$ cat src/rtl/fp_round_pkg.sv
// Shared definitions for the DLFloat16 rounding stage: rounding-mode codes,
// flag bit positions, default field widths and the round-up decision.
package fp_round_pkg;

  // DLFloat16 field widths
  localparam int DLF_EXP_W = 6;
  localparam int DLF_MAN_W = 9;
  localparam int DLF_GRS_W = 4;

  // Rounding-mode codes; anything above RM_RMM is invalid
  localparam logic [2:0] RM_RNE = 3'b000;
  localparam logic [2:0] RM_RTZ = 3'b001;
  localparam logic [2:0] RM_RDN = 3'b010;
  localparam logic [2:0] RM_RUP = 3'b011;
  localparam logic [2:0] RM_RMM = 3'b100;

  // Bit positions inside a {NV, OF, NX} flag vector
  localparam int FLAG_NX = 0;
  localparam int FLAG_OF = 1;
  localparam int FLAG_NV = 2;

  // Round-up decision from lsb/guard/sticky; invalid modes behave as RNE
  function automatic logic round_up_decide(input logic [2:0] rm,
                                           input logic       sign,
                                           input logic       l,
                                           input logic       g,
                                           input logic       s);
    logic inexact;
    inexact = g | s;
    case (rm)
      RM_RTZ:  return 1'b0;
      RM_RDN:  return sign & inexact;
      RM_RUP:  return !sign & inexact;
      RM_RMM:  return g;
      default: return g & (s | l);
    endcase
  endfunction

  function automatic logic rm_invalid(input logic [2:0] rm);
    return rm > RM_RMM;
  endfunction

endpackage

$ cat src/rtl/fp_round_pipe_decide.sv
// Combinational front end of the rounding stage: splits the unrounded word
// into fields, extracts L/G/S, decides round-up and classifies special/zero
// inputs together with their pre-flags.
module fp_round_decide
  import fp_round_pkg::*;
#(
  parameter int EXP_W = DLF_EXP_W,
  parameter int MAN_W = DLF_MAN_W,
  parameter int GRS_W = DLF_GRS_W
) (
  input  logic [EXP_W+MAN_W+GRS_W:0] i_data,
  input  logic [2:0]                 i_rm,
  output logic                       o_sign,
  output logic [EXP_W+MAN_W-1:0]     o_mag,
  output logic                       o_round_up,
  output logic                       o_special,
  output logic                       o_zero,
  output logic                       o_nv,
  output logic                       o_nx
);

  logic             w_sign;
  logic [EXP_W-1:0] w_exp;
  logic [MAN_W-1:0] w_frac;
  logic [GRS_W-1:0] w_extra;
  logic             w_l;
  logic             w_g;
  logic             w_s;

  assign w_sign  = i_data[EXP_W+MAN_W+GRS_W];
  assign w_exp   = i_data[MAN_W+GRS_W +: EXP_W];
  assign w_frac  = i_data[GRS_W +: MAN_W];
  assign w_extra = i_data[GRS_W-1:0];

  assign w_l = w_frac[0];
  assign w_g = w_extra[GRS_W-1];
  assign w_s = |w_extra[GRS_W-2:0];

  // all-ones exponent with all-ones fraction is the NaN/Inf encoding
  assign o_special = (&w_exp) & (&w_frac);
  assign o_zero    = (w_exp == '0);

  assign o_sign     = w_sign;
  assign o_mag      = {w_exp, w_frac};
  assign o_round_up = !o_special && !o_zero &&
                      round_up_decide(i_rm, w_sign, w_l, w_g, w_s);

  // special inputs pass through silently, so they never raise NV or NX
  assign o_nv = !o_special && rm_invalid(i_rm);
  assign o_nx = o_special ? 1'b0 :
                o_zero    ? ((|w_frac) | (|w_extra)) :
                            (w_g | w_s);

endmodule

$ cat src/rtl/fp_round_pipe.sv
// Two-stage pipelined rounding stage for the DLFloat16 FPU datapath with a
// valid/ready handshake, overflow saturation and {NV, OF, NX} flags.
// Optional macro FP_ROUND_STICKY_FLAGS_EN enables the accumulated
// sticky_flags register; without it sticky_flags reads 0.
module fp_round_pipe
  import fp_round_pkg::*;
#(
  parameter int EXP_W = DLF_EXP_W,
  parameter int MAN_W = DLF_MAN_W,
  parameter int GRS_W = DLF_GRS_W
) (
  input  logic                       clk,
  input  logic                       rst,
  input  logic                       in_valid,
  output logic                       in_ready,
  input  logic [EXP_W+MAN_W+GRS_W:0] in_data,
  input  logic [2:0]                 in_rm,
  output logic                       out_valid,
  input  logic                       out_ready,
  output logic [EXP_W+MAN_W:0]       out_data,
  output logic [2:0]                 out_flags,
  output logic [2:0]                 sticky_flags,
  input  logic                       flags_clr
);

  localparam int MAG_W = EXP_W + MAN_W;
  localparam logic [MAG_W-1:0] MAG_SPECIAL = {MAG_W{1'b1}};
  localparam logic [MAG_W-1:0] MAG_MAX     = {{(MAG_W-1){1'b1}}, 1'b0};

  // decision logic outputs
  logic             w_sign;
  logic [MAG_W-1:0] w_mag;
  logic             w_round_up;
  logic             w_special;
  logic             w_zero;
  logic             w_nv;
  logic             w_nx;

  // stage 1 registers
  logic             r_s1_valid;
  logic             r_s1_sign;
  logic [MAG_W-1:0] r_s1_mag;
  logic             r_s1_rup;
  logic             r_s1_special;
  logic             r_s1_zero;
  logic             r_s1_nv;
  logic             r_s1_nx;

  // stage 2 registers
  logic             r_s2_valid;
  logic [MAG_W:0]   r_out_data;
  logic [2:0]       r_out_flags;

  // handshake
  logic             w_s2_load;
  logic             w_s1_take;
  logic             w_out_fire;

  // stage 2 datapath
  logic [MAG_W-1:0] w_sum;
  logic [MAG_W:0]   w_res_data;
  logic [2:0]       w_res_flags;

  fp_round_decide #(
    .EXP_W(EXP_W),
    .MAN_W(MAN_W),
    .GRS_W(GRS_W)
  ) u_decide (
    .i_data    (in_data),
    .i_rm      (in_rm),
    .o_sign    (w_sign),
    .o_mag     (w_mag),
    .o_round_up(w_round_up),
    .o_special (w_special),
    .o_zero    (w_zero),
    .o_nv      (w_nv),
    .o_nx      (w_nx)
  );

  assign w_out_fire = r_s2_valid && out_ready;
  assign w_s2_load  = !r_s2_valid || out_ready;
  assign w_s1_take  = !r_s1_valid || w_s2_load;
  assign in_ready   = !rst && w_s1_take;
  assign out_valid  = r_s2_valid;
  assign out_data   = r_out_data;
  assign out_flags  = r_out_flags;

  // Stage 1 occupancy: refilled whenever it is empty or draining into S2
  // NOTE: sequential state uses non-blocking (<=) so every register samples pre-edge values.
  always_ff @(posedge clk or posedge rst) begin
    if (rst) begin
      r_s1_valid <= 1'b0;
    end else if (w_s1_take) begin
      r_s1_valid <= in_valid;
    end
  end

  // Stage 1 payload capture on an accepted input word
  // NOTE: payload registers carry no reset; the valid bits alone qualify their contents.
  always_ff @(posedge clk) begin
    if (w_s1_take && in_valid) begin
      r_s1_sign    <= w_sign;
      r_s1_mag     <= w_mag;
      r_s1_rup     <= w_round_up;
      r_s1_special <= w_special;
      r_s1_zero    <= w_zero;
      r_s1_nv      <= w_nv;
      r_s1_nx      <= w_nx;
    end
  end

  // the fraction carry ripples into the exponent, so no renormalisation
  assign w_sum = r_s1_mag + {{(MAG_W-1){1'b0}}, r_s1_rup};

  // Final result selection: pass-through, signed zero, saturation or rounded
  // NOTE: every output gets a default first so no path leaves a latch.
  always_comb begin
    w_res_data           = {r_s1_sign, w_sum};
    w_res_flags          = '0;
    w_res_flags[FLAG_NV] = r_s1_nv;
    w_res_flags[FLAG_NX] = r_s1_nx;
    if (r_s1_special) begin
      w_res_data  = {r_s1_sign, r_s1_mag};
      w_res_flags = '0;
    end else if (r_s1_zero) begin
      w_res_data = {r_s1_sign, {MAG_W{1'b0}}};
    end else if (w_sum == MAG_SPECIAL) begin
      w_res_data           = {r_s1_sign, MAG_MAX};
      w_res_flags[FLAG_OF] = 1'b1;
      w_res_flags[FLAG_NX] = 1'b1;
    end
  end

  // Stage 2 / output register: holds its value while stalled downstream
  always_ff @(posedge clk or posedge rst) begin
    if (rst) begin
      r_s2_valid  <= 1'b0;
      r_out_data  <= '0;
      r_out_flags <= '0;
    end else if (w_s2_load) begin
      r_s2_valid <= r_s1_valid;
      if (r_s1_valid) begin
        r_out_data  <= w_res_data;
        r_out_flags <= w_res_flags;
      end
    end
  end

`ifdef FP_ROUND_STICKY_FLAGS_EN
  logic [2:0] r_sticky;

  // Sticky accumulation; a clear never loses the flags transferring with it
  always_ff @(posedge clk or posedge rst) begin
    if (rst) begin
      r_sticky <= '0;
    end else if (flags_clr) begin
      r_sticky <= w_out_fire ? r_out_flags : 3'b000;
    end else if (w_out_fire) begin
      r_sticky <= r_sticky | r_out_flags;
    end
  end

  assign sticky_flags = r_sticky;
`else
  logic w_unused_clr;
  assign w_unused_clr = flags_clr;
  assign sticky_flags = 3'b000;
`endif

endmodule
$ cat config.mk
export PLATFORM = sky130hd
export DESIGN_NAME = fp_round_pipe
export DESIGN_NICKNAME = d
export VERILOG_FILES = /design/src/rtl/fp_round_pkg.sv /design/src/rtl/fp_round_pipe_decide.sv /design/src/rtl/fp_round_pipe.sv
export SDC_FILE = /design/constraint.sdc
export NUM_CORES = 1
export LEC_CHECK = 0
export ABC_AREA = 1
export CAP_MARGIN = 30
export CORE_MARGIN = 5
export CORE_UTILIZATION = 54
export DETAILED_ROUTE_END_ITERATION = 7
export PLACE_DENSITY = 0.9
export SETUP_SLACK_MARGIN = 0.4
export SKIP_LAST_GASP = 1
export SYNTH_ARGS = -nofsm -noshare
export SYNTH_HDL_FRONTEND = slang
export SYNTH_SLANG_ARGS = --single-unit
$ cat constraint.sdc
create_clock -name clk -period 3.05 [get_ports clk]
set_clock_uncertainty 0.05 [all_clocks]
set_input_delay 0.61 -clock clk [delete_from_list [all_inputs] [get_ports clk]]
set_output_delay 0.61 -clock clk [all_outputs]
set_load 0.03 [all_outputs]
# Word-level counts from Yosys, hierarchy flattened
# Cells that the tools add are included.
# W data, S select, Z words.
# word_totals
latch_bits	0
register_bits	42
word_cells	54
mem_bits_rw	0
out_inout_bits	24
mem_count	0
rom_bits	0
input_bits	28
# classes
eq_ne	5
n_mul	0
mux	9
order_cmp	1
n_div	0
n_reduce_logical	20
shift	0
addsub	1
n_bitwise	7
# op_table
cell	count
$mux W15	3
$add A15 B1 Y15	1
$eq A15 B15 Y1 const B	1
$reduce_and A9 Y1	1
$reduce_or A9 Y1	1
$eq A3 B2 Y1 const B	2
$logic_not A1 Y1	6
$logic_not A6 Y1	1
$mux W2	3
$reduce_and A6 Y1	1
$logic_and A1 B1 Y1	5
$and A1 B1 Y1	4
$pmux W1 S4	1
$reduce_or A4 Y1	1
$eq A3 B1 Y1 const B	1
$eq A3 B3 Y1 const B	1
$gt A3 B3 Y1 const B	1
$or A1 B1 Y1	3
$reduce_or A3 Y1	1
$logic_or A1 B1 Y1	2
$mux W1	2
$reduce_and A2 Y1	1

# Depth between registers and ports, before layout
# Gate-level depths: netlist of run 1.
# depth
ltp_word	5
depth_mapped	13
ltp_nobuf	13

# Hierarchy
# A second synthesis of run 1 with hierarchy kept.
# hier_totals
hier_cells	313
hier_area_um2	2447.3
# modules_own_cells
mod	seq_area_each_um2	area_per_inst_um2	cells_each	n_inst
fp_round_pipe	1156.1	2073.2	240	1
fp_round_decide	0.0	374.1	73	1

# Worst setup path before layout of run 1
# No wires, ideal clock.
# synth_timing
path_type	input to output
startpoint	in rst
endpoint	out in_ready
required_ns	2.390
stages	3
n_path_buf	0
arrival_ns	1.395
setup_slack_ns	0.995
path_cell_list	inv_1 nand2_1 inv_1
# synth_between
elab_chain_cells	2
# synth_lines
element	line_no	text
start, declared	fp_round_pipe.sv:13	input logic rst,
$logic_not A1 Y1 (no line)	-	
$logic_and A1 B1 Y1	fp_round_pipe.sv:83	assign in_ready = !rst && w_s1_take;
end, declared	fp_round_pipe.sv:15	output logic in_ready,
# Every way passes these cells.

# Final worst setup path of run 1
# layout_timing
startpoint	in out_ready
endpoint	out in_ready
# layout_between
elab_chain_cells	3
# layout_lines
element	line_no	text
start, declared	fp_round_pipe.sv:19	input logic out_ready,
$logic_or A1 B1 Y1	fp_round_pipe.sv:81	assign w_s2_load = !r_s2_valid || out_ready;
$logic_or A1 B1 Y1	fp_round_pipe.sv:82	assign w_s1_take = !r_s1_valid || w_s2_load;
$logic_and A1 B1 Y1	fp_round_pipe.sv:83	
# Every way passes these cells.

==> results of run 1 <==
-- layout by cell type, fill, tap and decap left out --
cell	Yosys	final
a211oi_1	1	1
a21oi_1	32	32
buf_4	3	4
clkbuf_8	0	5
clkdlybuf4s50_1	0	46
clkinv_1	0	1
clkinv_2	0	1
clkinvlp_4	0	1
conb_1	1	3
dfrtp_1	21	21
edfxtp_1	21	21
ha_1	3	3
inv_1	28	28
nand2_1	75	75
nand3_1	20	20
nand4_1	7	7
nor2_1	43	43
nor2_2	4	4
nor2_4	1	1
nor3_1	2	2
nor4_1	2	2
o211ai_1	1	1
o211ai_2	1	1
o21ai_0	3	3
o21bai_1	2	2
or2_2	3	3
xor2_1	2	2
-- cell families (layout without fill, tap and decap cells) --
group                      Yosys count  count (layout)  synth area share
other                                1               3           0.00167
buffers and inverters               37              86            0.0673
xor gates and xnor gates             2               2           0.00779
adders and majority gates            3               3            0.0167
AOI/OAI and AO/OA                   40              40            0.0968
and+or+nand+nor                    157             157             0.295
DFF                                 42              42             0.514
-- worst max path at each step --
stage	startpoint	end	slack [ns]
4_1_cts	out_ready	in_ready	0.93
3_5_place_dp	out_ready	r_s1_mag[6]$_DFFE_PP_	0.75
3_3_place_gp	out_ready	r_s1_mag[5]$_DFFE_PP_	0.79
2_1_floorplan	rst	in_ready	0.99
6_report	out_ready	in_ready	0.93
5_1_grt	r_s1_mag[0]$_DFFE_PP_	out_data[0]$_DFFE_PP0P_	0.80
-- cells in the mapped netlist, drive strengths merged, types with 3 or more instances --
cell,number,area share
inv,28,0.047
nor2,48,0.088
edfxtp,21,0.28
o21ai,3,0.0067
ha,3,0.017
a21oi,32,0.071
buf,4,0.012
or2,3,0.0083
nand2,75,0.13
nand4,7,0.019
dfrtp,21,0.23
clkbuf,5,0.0083
nand3,20,0.045
-- layout make-up --
| cell class | count | share of cell area |
|---|---|---|
| Clock buffer | 5 | 0.0242 |
| Sequential cell | 42 | 0.406 |
| Timing Repair Buffer | 50 | 0.172 |
| Tap cell | 50 | 0.0220 |
| Inverter | 28 | 0.0369 |
| Clock inverter | 3 | 0.00571 |
| Multi-Input combinational cell | 205 | 0.333 |
-- where the power goes --
group | internal (W) | leakage (nW) | switching (W) | total [W]
Clock | 0.000157 | 0.0416 | 0.000195 | 0.000351
Sequential | 0.000698 | 0.448 | 0.0000658 | 0.000763
Combinational | 0.000231 | 0.765 | 0.000339 | 0.000569
Total | 0.00109 | 1.26 | 0.000599 | 0.00168
-- metal layers --
layer | track usage | part of all wire | up-vias
li1 | - | - | 1022
met1 | 0.273 | 0.42 | 903
met2 | 0.349 | 0.49 | 80
met3 | 0.0378 | 0.067 | 12
met4 | 0.0632 | 0.020 | 0
met5 | 0 | 0 | -
-- stage by stage --
step | setup WS [ns] | std cells | instance area [um2] | power [W]
global placement | 0.788 | 375 | 2760 | 0.00133
global route | 0.802 | 383 | 2850 | 0.00177
CTS | 0.927 | 383 | 2850 | 0.00169
detailed placement | 0.754 | 375 | 2760 | 0.00135
finish | 0.930 | 383 | 2850 | 0.00168
floorplan | 0.995 | 284 | 2260 | 0.00110
-- critical path, delay by kind of cell --
family,cells,cell delay [ns]
AND/OR/NAND/NOR,2,0.16
buffers and inverters,4,0.69
==> flow_summary.yaml, run 1 <==
status:
  status: "finished clean"
timing:
  worst_slew_pin_slew_ns: 0.721
  finalSetupViolCount: 0
  hold_viol: 0
  fmax_mhz: 472
  holdWs_ns: 0.413
  slew-limit-headroom: 0.518
  rsz0062_at_grt: "false"
  tns_ns: 0
  finalCriticalPeriod_ns: 2.12
  timing.final.crit_share: 0.695
  drv_slew: 0
worst_setup_path:
  r2r_start: "r_s1_mag[0]$_DFFE_PP_"
  r2r_end: "out_data[0]$_DFFE_PP0P_"
  slowest_stage: "clkdlybuf4s50_1"
  crit_chain: "clkdlybuf4s50_1 -> inv_1 -> nand3_1 -> nand2_1 -> inv_1 -> buf_4"
  reg2reg_depth: 13
  crit_path_max_fanout: 3
  reg2reg_slack_ns: 0.97
  cpMostUsedCell: "inv_1"
  start_kind: "input pin"
  crit_type: "in -> out"
  slowest_delay_ns: 0.45
  end_kind: "output port"
  arrival_ns: 1.46
  crit_required_ns: 2.39
yosys:
  ys_warn_count: 0
  syn_area_per_cell_um2: 7.97
  ys_seq_area_frac: 0.514
  syn-cell-area_um2: 2250
  synth_edf_count: 21
  synth.distinct_cells: 24
  synth_flop_cell: "edfxtp_1"
  synth-seq-cells: 42
  syn_inst: 282
  async_flop_share: 0.500
finish:
  drive_gt1_frac: 0.0601
  multi_input_comb_area_um2: 948
  num-nets-final: 363
  area_growth_pct: 26.7
  diodes: 0
  largest_reg_flops: 16
  seqCellArea_um2: 1160
  fin_util: 0.707
  num-fill-cells: 325
global_routing:
  overflow: 0
  grt_antenna_before_repair: 0
  grt_max_degree: 22
  grt_pass1_vias: 1921
  grt_usage: 0.207
  grt_pass1_wl_um: 8760
floorplan:
  rows: 23
  die-area_um2: 5550
  ioPinCount: 52
  start_util: 0.558
  fp.dieW_um: 74.5
  coreArea_um2: 4030
  dieHeight_um: 74.5
detailed_routing:
  num_vias: 2017
  viasPerCell: 5.27
  drc: 0
  drt_iter0_markers: 275
  drt_pre_antenna_iters: 4
  routed_wl_um: 5170
  post_drt_wl_per_cell_um: 13.5
  ant_nets: 0
clock_network:
  cts_buffer_depth: 2
  cts_buffers: 5
  cts.sinks: 42
  post_cts_buffers: 0
  cts_hold_buf: 0
  clk_latency_ns: 0.29
  cts_tree: "yes"
  h-tree-depth: 2
  clkTransAtPathRegs_ns: 0.08
  ctsResizeCount: 0
  ctsRootBufferMaster: "clkbuf_8"
placement:
  gp_congestion: 0.920
  dp_hpwl_um: 3990
  io_buffers: 47
min_path:
  hold_start: "r_s1_sign$_DFFE_PP_"
  hold_end: "out_data[15]$_DFFE_PP0P_"
  min_path_type: "reg -> reg"
  min_path_cells: 2
pwr:
  vdd.ir_drop.worst_uv: 352
  powerDensity_nw_per_um2: 591
  p_leak_nw: 1.26
job:
  drv_cap: 0
No activity file was read; power rests on OpenSTA's default activity.
==> inputs of run 2 (changes only) <==
--- a/config.mk
+++ b/config.mk
@@ -8,9 +8,9 @@
 export ABC_AREA = 1
 export CAP_MARGIN = 30
 export CORE_MARGIN = 5
-export CORE_UTILIZATION = 54
+export CORE_UTILIZATION = 50
 export DETAILED_ROUTE_END_ITERATION = 7
-export PLACE_DENSITY = 0.9
+export PLACE_DENSITY = 0.85
 export SETUP_SLACK_MARGIN = 0.4
 export SKIP_LAST_GASP = 1
 export SYNTH_ARGS = -nofsm -noshare
==> constraint.sdc (replaced) <==
create_clock -name clk -period 2.2 [get_ports clk]
set_clock_uncertainty 0.05 [all_clocks]
set_input_delay 0.44 -clock clk [delete_from_list [all_inputs] [get_ports clk]]
set_output_delay 0.44 -clock clk [all_outputs]
set_load 0.03 [all_outputs]
==> run 2 against run 1 <==
  * First-iteration DRC count down 59%
  * Sequential share of layout area decreased by 1.4 points
  * Clock power grew 74%
  * Via count increased by 0.59%
  * Sequential power up 38%
  * Largest cell class unchanged
  * Worst setup slack worse by 0.56 ns
==> flow_summary.yaml, run 2 (synthesis results as in run 1) <==
floorplan:
  die-area_um2: 5940
  ioPinCount: 52
  rows: 24
  start_util: 0.516
  dieHeight_um: 77.1
  fp.dieW_um: 77.1
  coreArea_um2: 4350
finish:
  area_growth_pct: 31.2
  drive_gt1_frac: 0.103
  mostFrequentLayoutCells: "nand2_1 (74), nor2_1 (41), a21oi_1 (32), inv_1 (28), clkdlybuf4s50_1 (26)"
  final_common_cell: "nand2_1"
  largest_reg_flops: 16
  multi_input_comb_area_um2: 998
  num-nets-final: 369
  num-fill-cells: 368
  diodes: 0
  seqCellArea_um2: 1160
worst_setup_path:
  end_kind: "flip-flop"
  arrival_ns: 1.97
  crit_required_ns: 2.34
  crit_path_max_fanout: 5
  start_kind: "flip-flop"
  crit_type: "reg -> reg"
placement:
  io_buffers: 47
  gp_congestion: 0.920
  dp_hpwl_um: 3870
pwr:
  powerDensity_nw_per_um2: 813
  vdd.ir_drop.worst_uv: 508
  power.total_w: 0.00240
  p_leak_nw: 1.33
detailed_routing:
  drt_iter0_markers: 114
  ant_nets: 0
  drt_pre_antenna_iters: 4
  drc: 0
  post_drt_wl_per_cell_um: 13.4
  viasPerCell: 5.19
  routed_wl_um: 5220
  num_vias: 2029
timing:
  rsz0062_at_grt: "true"
  fmax_mhz: 547
  finalCriticalPeriod_ns: 1.83
  drv_slew: 0
  finalSetupViolCount: 0
  timing.final.crit_share: 0.831
  tns_ns: 0
  holdWs_ns: 0.416
  slew-limit-headroom: 0.622
  worst_slew_pin_slew_ns: 0.566
  hold_viol: 0
clock_network:
  cts.sinks: 42
  clk_latency_ns: 0.30
  cts_tree: "yes"
  h-tree-depth: 2
  cts_buffers: 5
  cts_buffer_depth: 2
  clkTransAtPathRegs_ns: 0.08
  ctsRootBufferMaster: "clkbuf_8"
global_routing:
  grt_pass1_vias: 1940
  grt_max_degree: 22
  grt_antenna_before_repair: 0
  grt_usage: 0.183
  overflow: 0
  grt_pass1_wl_um: 8740
min_path:
  min_path_type: "reg -> reg"
status:
  status: "finished clean"
job:
  drv_cap: 0
-- run 2: changes by cell type in the layout (fill, tap and decap cells not counted), sizes merged --
cell / previous run / this run
buf: 4 / 10
bufinv: 0 / 1
clkdlybuf4s50: 46 / 26
dlygate4sd2: 0 / 20
clkbuf: 5 / 6
clkinv: 2 / 0
-- run 2: final timing paths --
check                           slack (ns)                        to                   from  cells after the start
min in group asynchronous             0.45  out_data[11]$_DFFE_PP0P_                    rst                      3
worst max-delay path                  0.37   out_data[0]$_DFFE_PP0P_  r_s1_mag[0]$_DFFE_PP_                     13
worst min register to register        0.42  out_data[15]$_DFFE_PP0P_    r_s1_sign$_DFFE_PP_                      2
worst max register to register        0.37   out_data[0]$_DFFE_PP0P_  r_s1_mag[0]$_DFFE_PP_                     13
max in group asynchronous             1.42  out_flags[2]$_DFFE_PP0P_                    rst                      3
worst min-delay path                  0.42  out_data[15]$_DFFE_PP0P_    r_s1_sign$_DFFE_PP_                      2
-- run 2: layout make-up --
cell class,instances,share of cell area
Sequential cell,42,0.392
Multi-Input combinational cell,205,0.339
Timing Repair Buffer,56,0.174
Inverter,28,0.0356
Clock buffer,6,0.0246
Tap cell,52,0.0221
Clock inverter,2,0.0127
-- run 2: timing repair --
action / CTS / global route
endpoints found under the setup margin: 23 / 4
hold endpoints to repair: 0 / 0
resized for setup: 25 / 7
setup buffers: 2 / 3
hold buffers: 0 / 0
pin swaps: 3 / 4
-- run 2: power breakdown --
part	total, W	internal [W]	leakage (nW)	switching [W]
Sequential	0.00105	0.000966	0.448	0.0000873
Clock	0.000609	0.000338	0.0514	0.000271
Combinational	0.000736	0.000263	0.835	0.000473
Total	0.00240	0.00157	1.33	0.000831
-- run 2: metal layers --
metal,vias to the layer above,global-route usage,routed length [um]
met1,912,0.229,2230
met4,0,0.0859,153
met2,75,0.298,2450
met3,11,0.0445,388
met5,-,0,0
li1,1031,-,-
-- run 2: through the flow --
step                      cells   util  setup slack [ns]  cell area [um2]
after floorplan             284      -             0.435             2260
after global placement      378  0.637             0.280             2770
after detailed placement    378  0.637             0.235             2770
after CTS                   388  0.665             0.374             2900
after global routing        391  0.677             0.215             2950
final                       391  0.677             0.372             2950
-- run 2: critical path, stage by stage, from the launching register on --
cell and delay, ns:
edfxtp_1 0.36, ha_2 0.22, ha_4 0.18, nand2_4 0.07, nor2_4 0.14, nand2_1 0.07, nand2_1 0.08, nand2_1 0.06
nor2_2 0.08, nand3_1 0.08, nor2_2 0.14, nand2_1 0.07, nand2_1 0.06, a21oi_1 0.05
